### config.mk
export PLATFORM = sky130hd
export DESIGN_NAME = ahci_dma_rd_burst
export DESIGN_NICKNAME = d
export VERILOG_FILES = /design/src/rtl/ahci_dma_rd_pkg.sv /design/src/rtl/ahci_dma_rd_burst_len.sv /design/src/rtl/ahci_dma_rd_burst.sv
export SDC_FILE = /design/constraint.sdc
export NUM_CORES = 1
export LEC_CHECK = 0
export ABC_AREA = 1
export CORE_AREA = 2 2 144 160
export CTS_CLUSTER_SIZE = 10
export DETAILED_ROUTE_END_ITERATION = 8
export DIE_AREA = 0 0 146 162
export GPL_TIMING_DRIVEN = 1
export SLEW_MARGIN = 10
export SYNTH_ARGS = -nofsm -noshare
export SYNTH_HDL_FRONTEND = slang
export SYNTH_SLANG_ARGS = --single-unit
### constraint.sdc
create_clock -name hclk -period 3.25 [get_ports hclk]
set_clock_uncertainty 0.2 [all_clocks]
set_input_delay 0.8125 -clock hclk [delete_from_list [all_inputs] [get_ports hclk]]
set_output_delay 0.8125 -clock hclk [all_outputs]
set_load 0.05 [all_outputs]
### src/rtl/ahci_dma_rd_pkg.sv
// Shared definitions for the AHCI DMA read-burst issuer: FSM states and
// AXI/page constants.
package ahci_dma_rd_pkg;

   typedef enum logic [2:0] {
      IDLE,
      CALC,
      CREDIT,
      ADDR,
      DRAIN
   } state_t;

   localparam int AXI_SIZE    = 3;
   localparam int PAGE_QWORDS = 512;

endpackage

### src/rtl/ahci_dma_rd_burst_len.sv
// Combinational burst-length selector: min of MAX_BURST, remaining QWORDs and,
// with AHCI_DMA_RD_BOUNDARY_4K_EN, the QWORDs left before the next 4 KB page.
module ahci_dma_rd_burst_len
   import ahci_dma_rd_pkg::*;
#(
   parameter int RW        = 22,
   parameter int MAX_BURST = 16
) (
   input  logic [RW-1:0] remain,
   input  logic [8:0]    page_idx,
   output logic [4:0]    len
);

   logic [4:0] cap;

   always_comb begin
      cap = 5'(MAX_BURST);
      if (remain < RW'(MAX_BURST)) cap = 5'(remain);
   end

`ifdef AHCI_DMA_RD_BOUNDARY_4K_EN
   logic [9:0] to_page;

   assign to_page = 10'(PAGE_QWORDS) - {1'b0, page_idx};
   assign len     = ({5'b0, cap} > to_page) ? 5'(to_page) : cap;
`else
   logic page_unused;

   assign page_unused = ^page_idx;
   assign len         = cap;
`endif

endmodule

### src/rtl/ahci_dma_rd_burst.sv
// AHCI PRD-region read-burst issuer with downstream credit flow control.
// Optional macro AHCI_DMA_RD_BOUNDARY_4K_EN keeps bursts inside 4 KB pages.
module ahci_dma_rd_burst
   import ahci_dma_rd_pkg::*;
#(
   parameter int WCNT_BITS = 21,
   parameter int MAX_BURST = 16,
   parameter int CREDITS   = 16
) (
   input  logic                 hclk,
   input  logic                 hrst_n,
   input  logic                 prd_start,
   input  logic [31:0]          prd_addr,
   input  logic [WCNT_BITS-1:0] prd_wcnt,
   input  logic                 abort,
   output logic [31:0]          araddr,
   output logic [3:0]           arlen,
   output logic                 arvalid,
   input  logic                 arready,
   input  logic                 r_beat,
   input  logic                 qw_free,
   output logic                 rd_start,
   output logic [WCNT_BITS-1:0] rd_wcnt,
   output logic [1:0]           rd_woffs,
   output logic                 busy,
   output logic                 done
);

   localparam int RW = WCNT_BITS + 1;
   localparam int CW = $clog2(CREDITS + 1) + 1;

   state_t               state, state_d;
   logic [31:0]          addr_q, addr_d;
   logic [RW-1:0]        remain_q, remain_d, qw_sum;
   logic [4:0]           len_q, len_d, len_c;
   logic [CW-1:0]        credit_q, credit_d, outst_q, outst_d, hs_len;
   logic [CW:0]          credit_sum;
   logic [31:0]          araddr_d;
   logic [3:0]           arlen_d;
   logic                 arvalid_d, rd_start_d, busy_d, done_d, hs;
   logic [WCNT_BITS-1:0] rd_wcnt_d;
   logic [1:0]           rd_woffs_d;
   logic                 addr_unused;

   assign addr_unused = prd_addr[0];
   assign hs          = arvalid && arready;
   assign hs_len      = hs ? CW'(len_q) : '0;
   assign qw_sum      = RW'(prd_addr[2:1]) + RW'(prd_wcnt);

   ahci_dma_rd_burst_len #(
      .RW        (RW),
      .MAX_BURST (MAX_BURST)
   ) u_len (
      .remain   (remain_q),
      .page_idx (addr_q[11:3]),
      .len      (len_c)
   );

   // Credit and outstanding take the net of this cycle's events; credit saturates after the net.
   always_comb begin
      credit_sum = {1'b0, credit_q} + (CW+1)'(qw_free) - {1'b0, hs_len};
      credit_d   = (credit_sum > (CW+1)'(CREDITS)) ? CW'(CREDITS) : credit_sum[CW-1:0];
      outst_d    = outst_q + hs_len - CW'(r_beat);
      state_d    = state;
      addr_d     = addr_q;
      remain_d   = remain_q;
      len_d      = len_q;
      arvalid_d  = arvalid;
      araddr_d   = araddr;
      arlen_d    = arlen;
      rd_start_d = 1'b0;
      rd_wcnt_d  = rd_wcnt;
      rd_woffs_d = rd_woffs;
      busy_d     = busy;
      done_d     = 1'b0;
      case (state)
         IDLE: begin
            if (prd_start) begin
               state_d    = CALC;
               addr_d     = {prd_addr[31:3], 3'b000};
               remain_d   = (qw_sum >> 2) + RW'(1);
               rd_start_d = 1'b1;
               rd_wcnt_d  = prd_wcnt;
               rd_woffs_d = prd_addr[2:1];
               busy_d     = 1'b1;
            end
         end
         CALC: begin
            if (abort) begin
               state_d = DRAIN;
            end else begin
               len_d   = len_c;
               state_d = CREDIT;
            end
         end
         CREDIT: begin
            if (abort) begin
               state_d = DRAIN;
            end else if (credit_q >= CW'(len_q)) begin
               state_d   = ADDR;
               arvalid_d = 1'b1;
               araddr_d  = addr_q;
               arlen_d   = 4'(len_q - 5'd1);
            end
         end
         ADDR: begin
            if (hs) begin
               arvalid_d = 1'b0;
               addr_d    = addr_q + (32'(len_q) << AXI_SIZE);
               remain_d  = remain_q - RW'(len_q);
               state_d   = (remain_d != '0 && !abort) ? CALC : DRAIN;
            end
         end
         DRAIN: begin
            if (outst_q == '0) begin
               state_d = IDLE;
               busy_d  = 1'b0;
               done_d  = 1'b1;
            end
         end
         default: state_d = IDLE;
      endcase
   end

   always_ff @(posedge hclk or negedge hrst_n) begin
      if (!hrst_n) begin
         state    <= IDLE;
         addr_q   <= '0;
         remain_q <= '0;
         len_q    <= '0;
         credit_q <= CW'(CREDITS);
         outst_q  <= '0;
         arvalid  <= 1'b0;
         araddr   <= '0;
         arlen    <= '0;
         rd_start <= 1'b0;
         rd_wcnt  <= '0;
         rd_woffs <= '0;
         busy     <= 1'b0;
         done     <= 1'b0;
      end else begin
         state    <= state_d;
         addr_q   <= addr_d;
         remain_q <= remain_d;
         len_q    <= len_d;
         credit_q <= credit_d;
         outst_q  <= outst_d;
         arvalid  <= arvalid_d;
         araddr   <= araddr_d;
         arlen    <= arlen_d;
         rd_start <= rd_start_d;
         rd_wcnt  <= rd_wcnt_d;
         rd_woffs <= rd_woffs_d;
         busy     <= busy_d;
         done     <= done_d;
      end
   end

   a_no_underflow: assert property (@(posedge hclk) disable iff (!hrst_n)
      !(r_beat && !hs && outst_q == '0));

endmodule

==> summary.md <==
| Metric | Value |
|---|---|
| Status | `finished clean` |
| First-pass GRT wire length | `41,000 microns` |
| Cell area after synthesis | `8630 sq um` |
| Initial antenna violation count | `1` |
| Layout area overhead | `30.8%` |
| Post-route DRC | `0` |
| TNS Setup | `0 ns` |
| EDFF count, synth | `0` |
| Final setup fails | `0` |
| Seq/Total Area, Yosys | `0.380` |
| Total gr overflow | `0` |
| CTS tree | `yes` |
| Synth warn | `0` |
| F_max | `335 MHz` |
| Final setup margin | `0.263 ns` |
| Filler Cell Count | `2,187` |
| Total die area | `23,700 sq um` |
| Yosys top cell by area | `dfrtp_1` |
| WP data arrival | `3.09 ns` |
| Synth top area share | `0.377` |
| Fin. max-slew vios | `0` |
| Clock buffer count from CTS | `17` |
| Crit path launch type | `flip-flop` |
| Power Density | `925 nW/um^2` |
| Routed Antenna Nets | `0` |
| Root Driver | `clkbuf_16` |
| DP Area | `10,600 sq um` |
| Area contributors post-synth | `dfrtp_1 (38%), nand2_1 (14%), inv_1 (7.0%), ha_1 (5.7%), o21ai_0 (5.3%)` |
| CP max FO | `5` |
| Reg clk slew, reported paths | `0.07 ns` |
| Initial detailed-routing violation count | `436` |
| Drt wl/cell | `14.5 microns` |
| Tmin final | `2.99 ns` |
| Top-count cell post-synth | `nand2_1` |
| WL final | `24,600 microns` |
| Largest net degree at the start of global routing | `60` |
| Clock buffer depth | `2` |
| Main flop type after synthesis | `dfrtp_1` |
| RePlAce Congestion | `0.886` |
| Vias per cell | `4.94` |
| All-Layer GR Usage | `0.215` |
| Pleak | `5.40 nW` |
| Cells after synthesis | `1,198` |
| Vias | `8,361` |
| H-tree depth | `4` |
| Post-synth top cells | `nand2_1 (318), inv_1 (160), dfrtp_1 (130)` |
| Core Region | `22,000 sq um` |
| WS Path Type | `reg2reg` |
| Row cnt | `57` |
| Nets | `1,486` |
| Sinks on Clock Net | `131` |
| Total chip power | `0.0104 W` |
| Avg Inst Size Synth | `7.21 sq um` |
| DR pass1 iterations | `5` |
| Hold buffers post-CTS | `0` |
| Required @ worst endpoint | `3.35 ns` |
| Initial core utilization | `0.393` |
| Critical path capture point type | `flip-flop` |
| Later-pin clock latency in the skew report | `0.44 ns` |
| Maximum VDD drop | `0.462 mV` |
| Util after Layout | `0.514` |
| Unique masters post-synth | `47` |
| Max-cap violation count | `0` |
| Final hold violation count | `0` |
| Die width | `146 microns` |
| RSZ-0062 raised after global routing | `no` |
| Cell area after layout | `11,300 sq um` |
| Yosys reg bits | `131` |
| Pre-CTS setup slack | `-0.553 ns` |
| Layout cells sized above 1 | `0.122` |
| HPWL Detailed | `18,600 microns` |
| Post-route clock period utilization | `0.919` |
| Hold Path Class | `in2async` |
| Async SR Flop Fraction | `1.00` |
| IO Pins | `123` |
| Vias in the first global route | `8,271` |
| IO Port Bufs | `118` |
| Die Height | `162 microns` |
| Flop-to-flop setup slack | `0.26 ns` |
| Worst-Margin Slew | `0.707 ns` |
| Worst rel slew slack | `0.524` |
per-layer routing:
layer  up-vias  track usage  share of wire
met5         -            0              0
met4         0       0.0697          0.018
met3        29       0.0354          0.036
met2       140        0.386           0.50
met1      3924        0.264           0.44
li1       4268            -              -
registers in the layout, summed over array words and instances, names as in the netlist:
name      flops
addr_q       29
araddr       29
remain_q     22
rd_wcnt      21
credit_q      6
outst_q       6
len_q         5
arlen         4
state         3
rd_woffs      2
arvalid       1
busy          1
done          1
rd_start      1
per-stage QoR:
stage               hold slack (ns)  instances
global placement              0.255       1654
finish                        0.150       1692
global route                  0.183       1692
floorplan                     0.265       1201
CTS                           0.162       1686
detailed placement            0.258       1654
area by class of cell:
class | instances | area (sq um) | share of cell area
flip-flops and latches | 131 | 3280 | 0.291
multi-input cells | 870 | 4650 | 0.412
diodes | 1 | 2.50 | 0.000222
repair buffers | 196 | 1800 | 0.160
clock inverters | 15 | 135 | 0.0120
well taps | 295 | 369 | 0.0327
inverters | 167 | 627 | 0.0555
clock buffers | 17 | 425 | 0.0377
logic make-up after synthesis:
logic type      synth area share
flops                      0.380
other cells             0.000434
simple gates               0.307
buf+inv                   0.0904
compound gates             0.120
fa+ha+maj                 0.0658
xor+xnor                  0.0365
power breakdown:
part	internal, W	switching (W)	total [W]
Combinational	0.00201	0.00365	0.00566
Sequential	0.00234	0.000558	0.00290
Clock	0.00101	0.000868	0.00188
Total	0.00536	0.00507	0.0104
placed cells by master, fill, tap and decap left out, types with 37 or more instances in the layout:
| cell | instances |
|---|---|
| a21oi_1 | 37 |
| inv_1 | 159 |
| buf_4 | 76 |
| nand2_1 | 313 |
| o21ai_0 | 90 |
| nor2_1 | 105 |
| clkdlybuf4s50_1 | 114 |
| nand3_1 | 73 |
| ha_1 | 38 |
| dfrtp_1 | 129 |
worst max-delay path: stages, from the launching register on:
cell,delay (ns)
dfrtp_2,0.43
ha_1,0.20
inv_1,0.08
fa_1,0.40
nand3b_1,0.19
nand2_1,0.14
nand2_1,0.10
a21oi_1,0.23
nand2_1,0.14
buf_4,0.18
nor2_2,0.15
nand3_1,0.09
nand2_1,0.07
nand3_1,0.06
o211ai_1,0.10
o21ai_0,0.11
timing repair:
action	4_1_cts	5_1_grt
gates resized for setup	4	14
setup buffers	0	5
endpoints found under the setup margin	4	19
hold endpoints to repair	0	0
pin swaps	0	12
cloned	0	0
worst paths after layout:
kind                                               from                 endpoint  depth (start not counted)
worst max register to register     len_q[0]$_DFFE_PN0P_   addr_q[29]$_DFFE_PN0P_                         15
worst max-delay path               len_q[0]$_DFFE_PN0P_   addr_q[29]$_DFFE_PN0P_                         15
worst min-delay path                             hrst_n   araddr[18]$_DFFE_PN0P_                          1
worst min register to register  rd_woffs[0]$_DFFE_PN0P_  rd_woffs[0]$_DFFE_PN0P_                          2
min in group hclk               rd_woffs[0]$_DFFE_PN0P_  rd_woffs[0]$_DFFE_PN0P_                          2
max in group asynchronous                        hrst_n  rd_wcnt[19]$_DFFE_PN0P_                          2
No activity file was read; power rests on OpenSTA's default activity.
